==> config.mk <==
export PLATFORM = sky130hd
export DESIGN_NAME = cipher_frame_ctrl
export DESIGN_NICKNAME = d
export VERILOG_FILES = /design/src/rtl/cipher_frame_ctrl.sv
export SDC_FILE = /design/constraint.sdc
export NUM_CORES = 1
export LEC_CHECK = 0
export CORE_MARGIN = 1.5
export CORE_UTILIZATION = 49
export DETAILED_ROUTE_END_ITERATION = 8
export GPL_TIMING_DRIVEN = 0
export PLACE_DENSITY = 0.9
export SLEW_MARGIN = 10
export SYNTH_ARGS = -nofsm -noshare
export SYNTH_HDL_FRONTEND = slang
export SYNTH_SLANG_ARGS = --single-unit
==> constraint.sdc <==
create_clock -name clk -period 3.41 [get_ports clk]
set_clock_uncertainty 0.2 [all_clocks]
set_input_delay 0.682 -clock clk [delete_from_list [all_inputs] [get_ports clk]]
set_output_delay 0.682 -clock clk [all_outputs]
set_load 0.01 [all_outputs]
==> src/rtl/cipher_frame_ctrl.sv <==
// cipher_frame_ctrl: sequencer between UART receiver, block cipher core and UART transmitter.
// Gathers BLOCK_BYTES received bytes into one block, runs the cipher once, then returns the
// result byte-by-byte over the transmitter handshake. Only one block is in flight at a time.
// Optional feature: define FRAME_TIMEOUT_EN to discard a partial block after TIMEOUT_CYCLES
// of inter-byte idle time in COLLECT.
//
// Handshakes: rx_done is a level; only its rising edge (rx_done=1, previous cycle 0) delivers
// a byte. cph_start and tx_start are single-cycle pulses; cph_done is sampled as a level while
// waiting for the cipher; tx_busy must rise after tx_start (TX_ACK) and fall again (TX_DRAIN)
// before the next byte is offered, and tx_data stays constant across that window.
module cipher_frame_ctrl #(
  parameter int BLOCK_BYTES    = 16,
  parameter int TIMEOUT_CYCLES = 1000000
) (
  input  logic                            clk,
  input  logic                            rst,
  input  logic                            rx_done,
  input  logic [7:0]                      rx_data,
  output logic                            cph_start,
  output logic [8*BLOCK_BYTES-1:0]        cph_block_in,
  input  logic                            cph_done,
  input  logic [8*BLOCK_BYTES-1:0]        cph_block_out,
  output logic                            tx_start,
  output logic [7:0]                      tx_data,
  input  logic                            tx_busy,
  output logic                            busy,
  output logic                            err_overrun,
  output logic [2:0]                      dbg_state,
  output logic [$clog2(BLOCK_BYTES)-1:0]  dbg_byte_cnt
);

  localparam int CNT_W = $clog2(BLOCK_BYTES);

  typedef enum logic [2:0] {
    COLLECT   = 3'd0,
    START_CPH = 3'd1,
    WAIT_CPH  = 3'd2,
    SEND      = 3'd3,
    TX_ACK    = 3'd4,
    TX_DRAIN  = 3'd5
  } state_t;

  state_t                   state_q;
  state_t                   state_d;
  logic [CNT_W-1:0]         byte_cnt;
  logic                     rx_done_q;
  logic [8*BLOCK_BYTES-1:0] result_q;
  logic                     rx_edge;
  logic                     last_lane;

`ifdef FRAME_TIMEOUT_EN
  localparam int TO_W = (TIMEOUT_CYCLES > 1) ? $clog2(TIMEOUT_CYCLES) : 1;
  logic [TO_W-1:0] to_cnt;
`endif

  assign rx_edge      = rx_done & ~rx_done_q;
  assign last_lane    = (byte_cnt == CNT_W'(BLOCK_BYTES - 1));
  assign busy         = (state_q != COLLECT);
  assign dbg_state    = state_q;
  assign dbg_byte_cnt = byte_cnt;

  // State register.
  always_ff @(posedge clk) begin
    if (rst) state_q <= COLLECT;
    else     state_q <= state_d;
  end

  // Next-state logic.
  always_comb begin
    state_d = state_q;
    case (state_q)
      COLLECT:   if (rx_edge && last_lane) state_d = START_CPH;
      START_CPH: state_d = WAIT_CPH;
      WAIT_CPH:  if (cph_done) state_d = SEND;
      SEND:      if (!tx_busy) state_d = TX_ACK;
      TX_ACK:    if (tx_busy) state_d = TX_DRAIN;
      TX_DRAIN:  if (!tx_busy) state_d = last_lane ? COLLECT : SEND;
      default:   state_d = COLLECT;
    endcase
  end

  // Datapath: byte lanes, result register, pulses, overrun flag and byte counter.
  // Pulses are registered, so cph_start lands the cycle after START_CPH is entered.
  always_ff @(posedge clk) begin
    if (rst) begin
      rx_done_q    <= 1'b0;
      byte_cnt     <= '0;
      cph_block_in <= '0;
      result_q     <= '0;
      cph_start    <= 1'b0;
      tx_start     <= 1'b0;
      tx_data      <= '0;
      err_overrun  <= 1'b0;
`ifdef FRAME_TIMEOUT_EN
      to_cnt       <= '0;
`endif
    end else begin
      rx_done_q <= rx_done;
      cph_start <= 1'b0;
      tx_start  <= 1'b0;
`ifdef FRAME_TIMEOUT_EN
      to_cnt    <= '0;
`endif
      // Bytes outside COLLECT are dropped; state is judged before any transition.
      if (rx_edge && (state_q != COLLECT)) err_overrun <= 1'b1;
      case (state_q)
        COLLECT: begin
          if (rx_edge) begin
            cph_block_in[{byte_cnt, 3'b000} +: 8] <= rx_data;
            if (!last_lane) byte_cnt <= byte_cnt + 1'b1;
          end
`ifdef FRAME_TIMEOUT_EN
          else if (byte_cnt != '0) begin
            if (to_cnt == TO_W'(TIMEOUT_CYCLES - 1)) byte_cnt <= '0;
            else                                     to_cnt   <= to_cnt + 1'b1;
          end
`endif
        end
        START_CPH: cph_start <= 1'b1;
        WAIT_CPH: begin
          if (cph_done) begin
            result_q <= cph_block_out;
            byte_cnt <= '0;
          end
        end
        SEND: begin
          if (!tx_busy) begin
            tx_data  <= result_q[{byte_cnt, 3'b000} +: 8];
            tx_start <= 1'b1;
          end
        end
        TX_DRAIN: begin
          if (!tx_busy) byte_cnt <= last_lane ? '0 : byte_cnt + 1'b1;
        end
        default: ;
      endcase
    end
  end

endmodule

# Word-level counts from Yosys, hierarchy flattened

Cells that the tools add are included.

Add/sub/neg operators: 2
Multipliers: 0
Divide/modulo/power cells: 0
$lt $le $gt $ge: 0
Eq/ne operators: 13
Shifts and indexed selects: 3
Multiplexer cells: 16
Bitwise operators: 4
Reductions and logical operators: 11

Operators by type and width:

| cell                                                                    | count |
|---|---|
| 128-bit bitwise mux                                                     | 1 |
| 8-bit by 9-bit variable shift with 128-bit output, first input constant | 1 |
| 128-bit by 8-bit indexed part select with 8-bit output                  | 1 |
| 8-bit by 9-bit indexed part select with 128-bit output                  | 1 |
| 4-bit 2-to-1 mux                                                        | 5 |
| 3-bit one-hot mux with 6 select lines                                   | 1 |
| 3-bit 2-to-1 mux                                                        | 5 |
| 2-bit != test, second input constant                                    | 7 |
| 4-bit one-hot mux with 3 select lines                                   | 1 |
| 5-bit AND reduction                                                     | 2 |
| 7-bit negator with 9-bit output                                         | 1 |
| 3-bit by 2-bit equality test with 1-bit output, second input constant   | 2 |
| 3-bit equality test, second input constant                              | 2 |
| 2-bit AND reduction                                                     | 3 |
| 3-bit nonzero test                                                      | 2 |
| 4-bit by 1-bit adder with 4-bit output, second input constant           | 1 |
| 4-bit equality test, second input constant                              | 1 |
| 3-bit by 1-bit equality test with 1-bit output, second input constant   | 1 |
| 3-bit zero test                                                         | 1 |
| 1-bit NOT                                                               | 3 |
| 1-bit logical AND                                                       | 2 |
| 1-bit 2-to-1 mux                                                        | 2 |
| 2-bit 2-to-1 mux                                                        | 1 |
| 2-bit OR reduction                                                      | 1 |
| 1-bit bitwise AND                                                       | 1 |

Bits in registers: 275
Bits in latches: 0
RAM bits: 0
Bits in read-only memories: 0
Input port bits: 141
Output and inout port bits: 147
Word-level logic and storage cells: 58
Memories: 0

# Depth between registers and ports, before layout

Depth after elaboration: 5
Gate-level depth with buffers: 12
Mapped depth without buffers: 7

# Worst setup path before layout

No wires, ideal clock.

Path kind: reg-to-reg
From: register byte_cnt[1], in the netlist dbg_byte_cnt[1]
To: register cph_block_in[32]
Setup time: 0.074 ns
Data arrival time: 2.611 ns
Data required time: 3.136 ns
Slack: 0.524 ns
Stages on the path, launching flop included: 11
Path buffers: 3
Period minus slack after synthesis: 2.886 ns
Cells stage by stage: dfxtp_1 buf_2 buf_1 inv_2 ha_1 or2_1 clkbuf_1 o21a_1 o22a_1 or4b_1 o21ai_0

Word-level cells in the longest chain between the ends: 3
Elaborated cells between the ends (all ways): 4
Classes of those cells: add/sub (1); shift (2); mux (1)

RTL lines:

| what                                                                                                                        | line | RTL |
|---|---|---|
| start, declared                                                                                                             | 45   | `logic [CNT_W-1:0] byte_cnt;` |
| start signal, assigned                                                                                                      | 110  | `if (!last_lane) byte_cnt <= byte_cnt + 1'b1;` |
| start signal, assigned                                                                                                      | 133  | `if (!tx_busy) byte_cnt <= last_lane ? '0 : byte_cnt + 1'b1;` |
| 7-bit negator with 9-bit output (*)                                                                                         | 109  | `cph_block_in[{byte_cnt, 3'b000} +: 8] <= rx_data;` |
| 8-bit by 9-bit indexed part select with 128-bit output or 8-bit by 9-bit variable shift with 128-bit output (tied branches) | 109  |  |
| 128-bit bitwise mux (*)                                                                                                     | 109  |  |
| end signal, assigned by index                                                                                               | 109  |  |
| end, declared                                                                                                               | 20   | `output logic [8*BLOCK_BYTES-1:0] cph_block_in,` |

Mark *: on every way between the ends. The rest lies on a longest branch, timed or not.
A chain may end at the register's enable or synchronous reset.

# Final worst setup path

From: register byte_cnt[1], in the netlist dbg_byte_cnt[1]
To: register cph_block_in[10]

The elaborated chain is that of the path after synthesis.

==> results.md <==
- Top cells by area, synth: dfxtp_1 48%, nand2_1 9.8%, mux2i_1 8.5%, a21oi_1 6.4%, mux4_2 6.3%
- Distinct cells, synth: 54
- Fin nets: 1709
- CTS hold repair buffers: 0
- Post-CTS Repair Setup Buffers: 0
- # H-tree levels: 1
- Filler Cell Count: ~1700
- Initial DRC count: 808
- First-pass GRT wire length: 56.9 mm
- Cell taking the most area after synthesis: dfxtp_1
- Syn Area/Cell: 9.14 sq um
- Commonest cells after routing, fill and taps aside: 299 x nand2_1, 286 x clkdlybuf4s50_1, 274 x dfxtp_1
- TritonCTS clock tree: yes
- Setup violators final: 0
- Post-Syn Area: 11400 sq um
- Combinational share of power: 0.247
- Critical Path AT: 3.50 ns
- Time the worst path needs with I/O delays and setup: 3.30 ns
- Register share of total power: 0.421
- Hold WS: 0.255 ns
- DRC: 0
- Crit path kind: reg2reg
- Internal: 0.00588 W
- Final Max Slew Viols: 0
- Core ar.: approximately 23000 sq um
- Die area: 24200 sq um
- # diodes: 0
- Sw Share: 0.308
- Syn Nets: 1394
- Slew at the pin with the worst max-slew slack: 0.891 ns
- Maximum clock path buffer count: 3
- Initial antenna violation count: 0
- Power Density: 549 nW/um^2
- Area grow syn2layout: 35.6%
- DR vias: 10675
- Commonest non-fill, non-tap cell in the layout: nand2_1
- DR vias/cell: 5.72
- Critical Path Sink Type: register
- Post-synthesis sequential area ratio: 0.483
- Main synth FF type: dfxtp_1
- Maxcap violations: 0
- CP Data Required Time: 3.62 ns
- Post-synth top area share: 0.483
- Detailed-route wire length per cell: 19.9 um
- Syn Inst Count: between 1000 and 1500
- Antenna Violating Nets Remaining: 0
- Grt ovf: 0
- Starting Density: 0.502
- Worst VDD drop: 0.000360 V
- Outcome: complete, no violations
- Pin count of the biggest net entering global routing: 15
- Wirelength, routed: 37.1 mm
- Die Height: 156 um
- EDFF count, synth: 0
- Post-synthesis async set-or-reset flop share: 0
- Max frequency: 303 MHz
- Clock root buffer: clkbuf_16
- Global Route Usage Sum: 0.300
- Crit share post-route: 0.967
- Slew margin rel.: 0.404
- TritonCTS buffer count: 27
- Seq cells post-synth: 275
- # port buffers: 286
- Hpwl dp: roughly 27 mm
- Worst min path class: reg2reg
- IO Pins: 288
- Final GP Congestion: 0.893
- CP max FO: 10
- CTS clock-pin slew for the worst setup and hold paths: 0.06 ns
- Die Wd: 156 um
- RSZ-0062 raised after global routing: false
- Synth warnings: 0
- Vias in the first global route: 10619
- Static leakage: roughly 5.6 nW
- CP Launch Type: register
- Sink Count: roughly 280
- Core Rows: between 50 and 60
- Switch Pwr: 0.00261 W
- Final Hold Fails: 0
- Clock Latency Late Sink: about 0.54 ns
- Setup TNS: 0 ns
- DRT Pass-1 Iters: 7
- Clock Power Share: 0.332
- Layout cells sized above 1: 0.0848
==> metrics by stage <==
stage | instance area [sq um] | cells | total power [W] | worst slack [ns] | util
2_1_floorplan | 11400 | 1248 | 0.00491 | 0.524 | -
3_3_place_gp | 14600 | 1819 | 0.00563 | -0.239 | 0.644
3_5_place_dp | 14600 | 1819 | 0.00569 | -0.304 | 0.644
4_1_cts | 15400 | 1866 | 0.00847 | 0.0106 | 0.680
5_1_grt | 15500 | 1866 | 0.00881 | 0.00654 | 0.681
6_report | 15500 | 1866 | 0.00849 | 0.114 | 0.681
==> worst max-delay path, cell delays in order (launching register included) <==
cell and delay, ns:
dfxtp_1 0.45, clkbuf_4 0.26, clkbuf_4 0.27, inv_2 0.16, ha_1 0.27, or2_1 0.21
clkbuf_1 0.16, o21a_1 0.24, o22a_1 0.31, clkbuf_2 0.26, o21ai_0 0.23, o21ai_0 0.13
==> worst paths after layout <==
kind | start | end | slack (ns) | depth (start not counted)
max | dbg_byte_cnt[1]$_SDFFE_PP0P_ | cph_block_in[10]$_SDFFE_PP0P_ | 0.11 | 11
min | result_q[98]$_SDFFE_PP0P_ | result_q[98]$_SDFFE_PP0P_ | 0.26 | 2
max reg2reg | dbg_byte_cnt[1]$_SDFFE_PP0P_ | cph_block_in[10]$_SDFFE_PP0P_ | 0.11 | 11
min reg2reg | result_q[98]$_SDFFE_PP0P_ | result_q[98]$_SDFFE_PP0P_ | 0.26 | 2
==> what timing repair did <==
| item | CTS | global route |
|---|---|---|
| gates cloned | 0 | 0 |
| endpoints found under the setup margin | 126 | 78 |
| gates resized for setup | 1 | 12 |
==> synthesized netlist by cell type, types with 3 or more instances <==
library cell / instances
a21oi_1: 146
a222oi_1: 4
a22oi_1: 3
buf_1: 6
buf_2: 29
buf_6: 5
clkbuf_1: 43
dfxtp_1: 275
ha_1: 5
inv_1: 3
mux2i_1: 97
mux4_2: 32
nand2_1: 299
nand2_2: 3
nand2b_1: 94
nand3_1: 12
nand3_2: 3
nor2_1: 23
nor2_4: 3
nor2b_1: 39
nor3_1: 3
o21ai_0: 82
or4b_1: 3
==> registers in the layout (all words and copies together), names as in the netlist <==
register,flops
err_overrun,1
dbg_byte_cnt,4
tx_data,8
dbg_state,3
cph_block_in,128
rx_done_q,1
cph_start,1
result_q,128
tx_start,1
==> routing by layer <==
layer | vias to the layer above | GRT usage | wire length (um)
li1 | 4877 | - | -
met1 | 5074 | 0.351 | 13700
met2 | 637 | 0.556 | 18700
met3 | 87 | 0.0506 | 3520
met4 | 0 | 0.0975 | 1180
met5 | - | 0 | 0
==> layout make-up <==
type | instances | area [sq um] | share of cell area
multi-input combinational | 883 | 5490 | 0.355
tap | 285 | 357 | 0.0231
timing repair buffer | 286 | 2860 | 0.185
clock inverter | 7 | 70.1 | 0.00453
sequential | 275 | 5510 | 0.356
clock buffer | 40 | 744 | 0.0481
inverter | 5 | 18.8 | 0.00121
buffer | 85 | 414 | 0.0268
==> cells by family after synthesis <==
logic type	after synthesis	synth area share
mux	130	0.149
simple gates	503	0.212
xor+xnor	1	0.000768
compound gates	244	0.113
flops	275	0.483
buf+inv	90	0.0367
fa+ha+maj	5	0.00548
==> power groups by stage <==
stage               clock (W)  sequential, W  combinational (W)
floorplan                   0        0.00361            0.00130
global placement            0        0.00362            0.00201
detailed placement          0        0.00363            0.00205
CTS                   0.00283        0.00357            0.00207
global route          0.00296        0.00359            0.00226
finish                0.00282        0.00357            0.00210
Note: power is estimated with default switching activity, not from simulation.
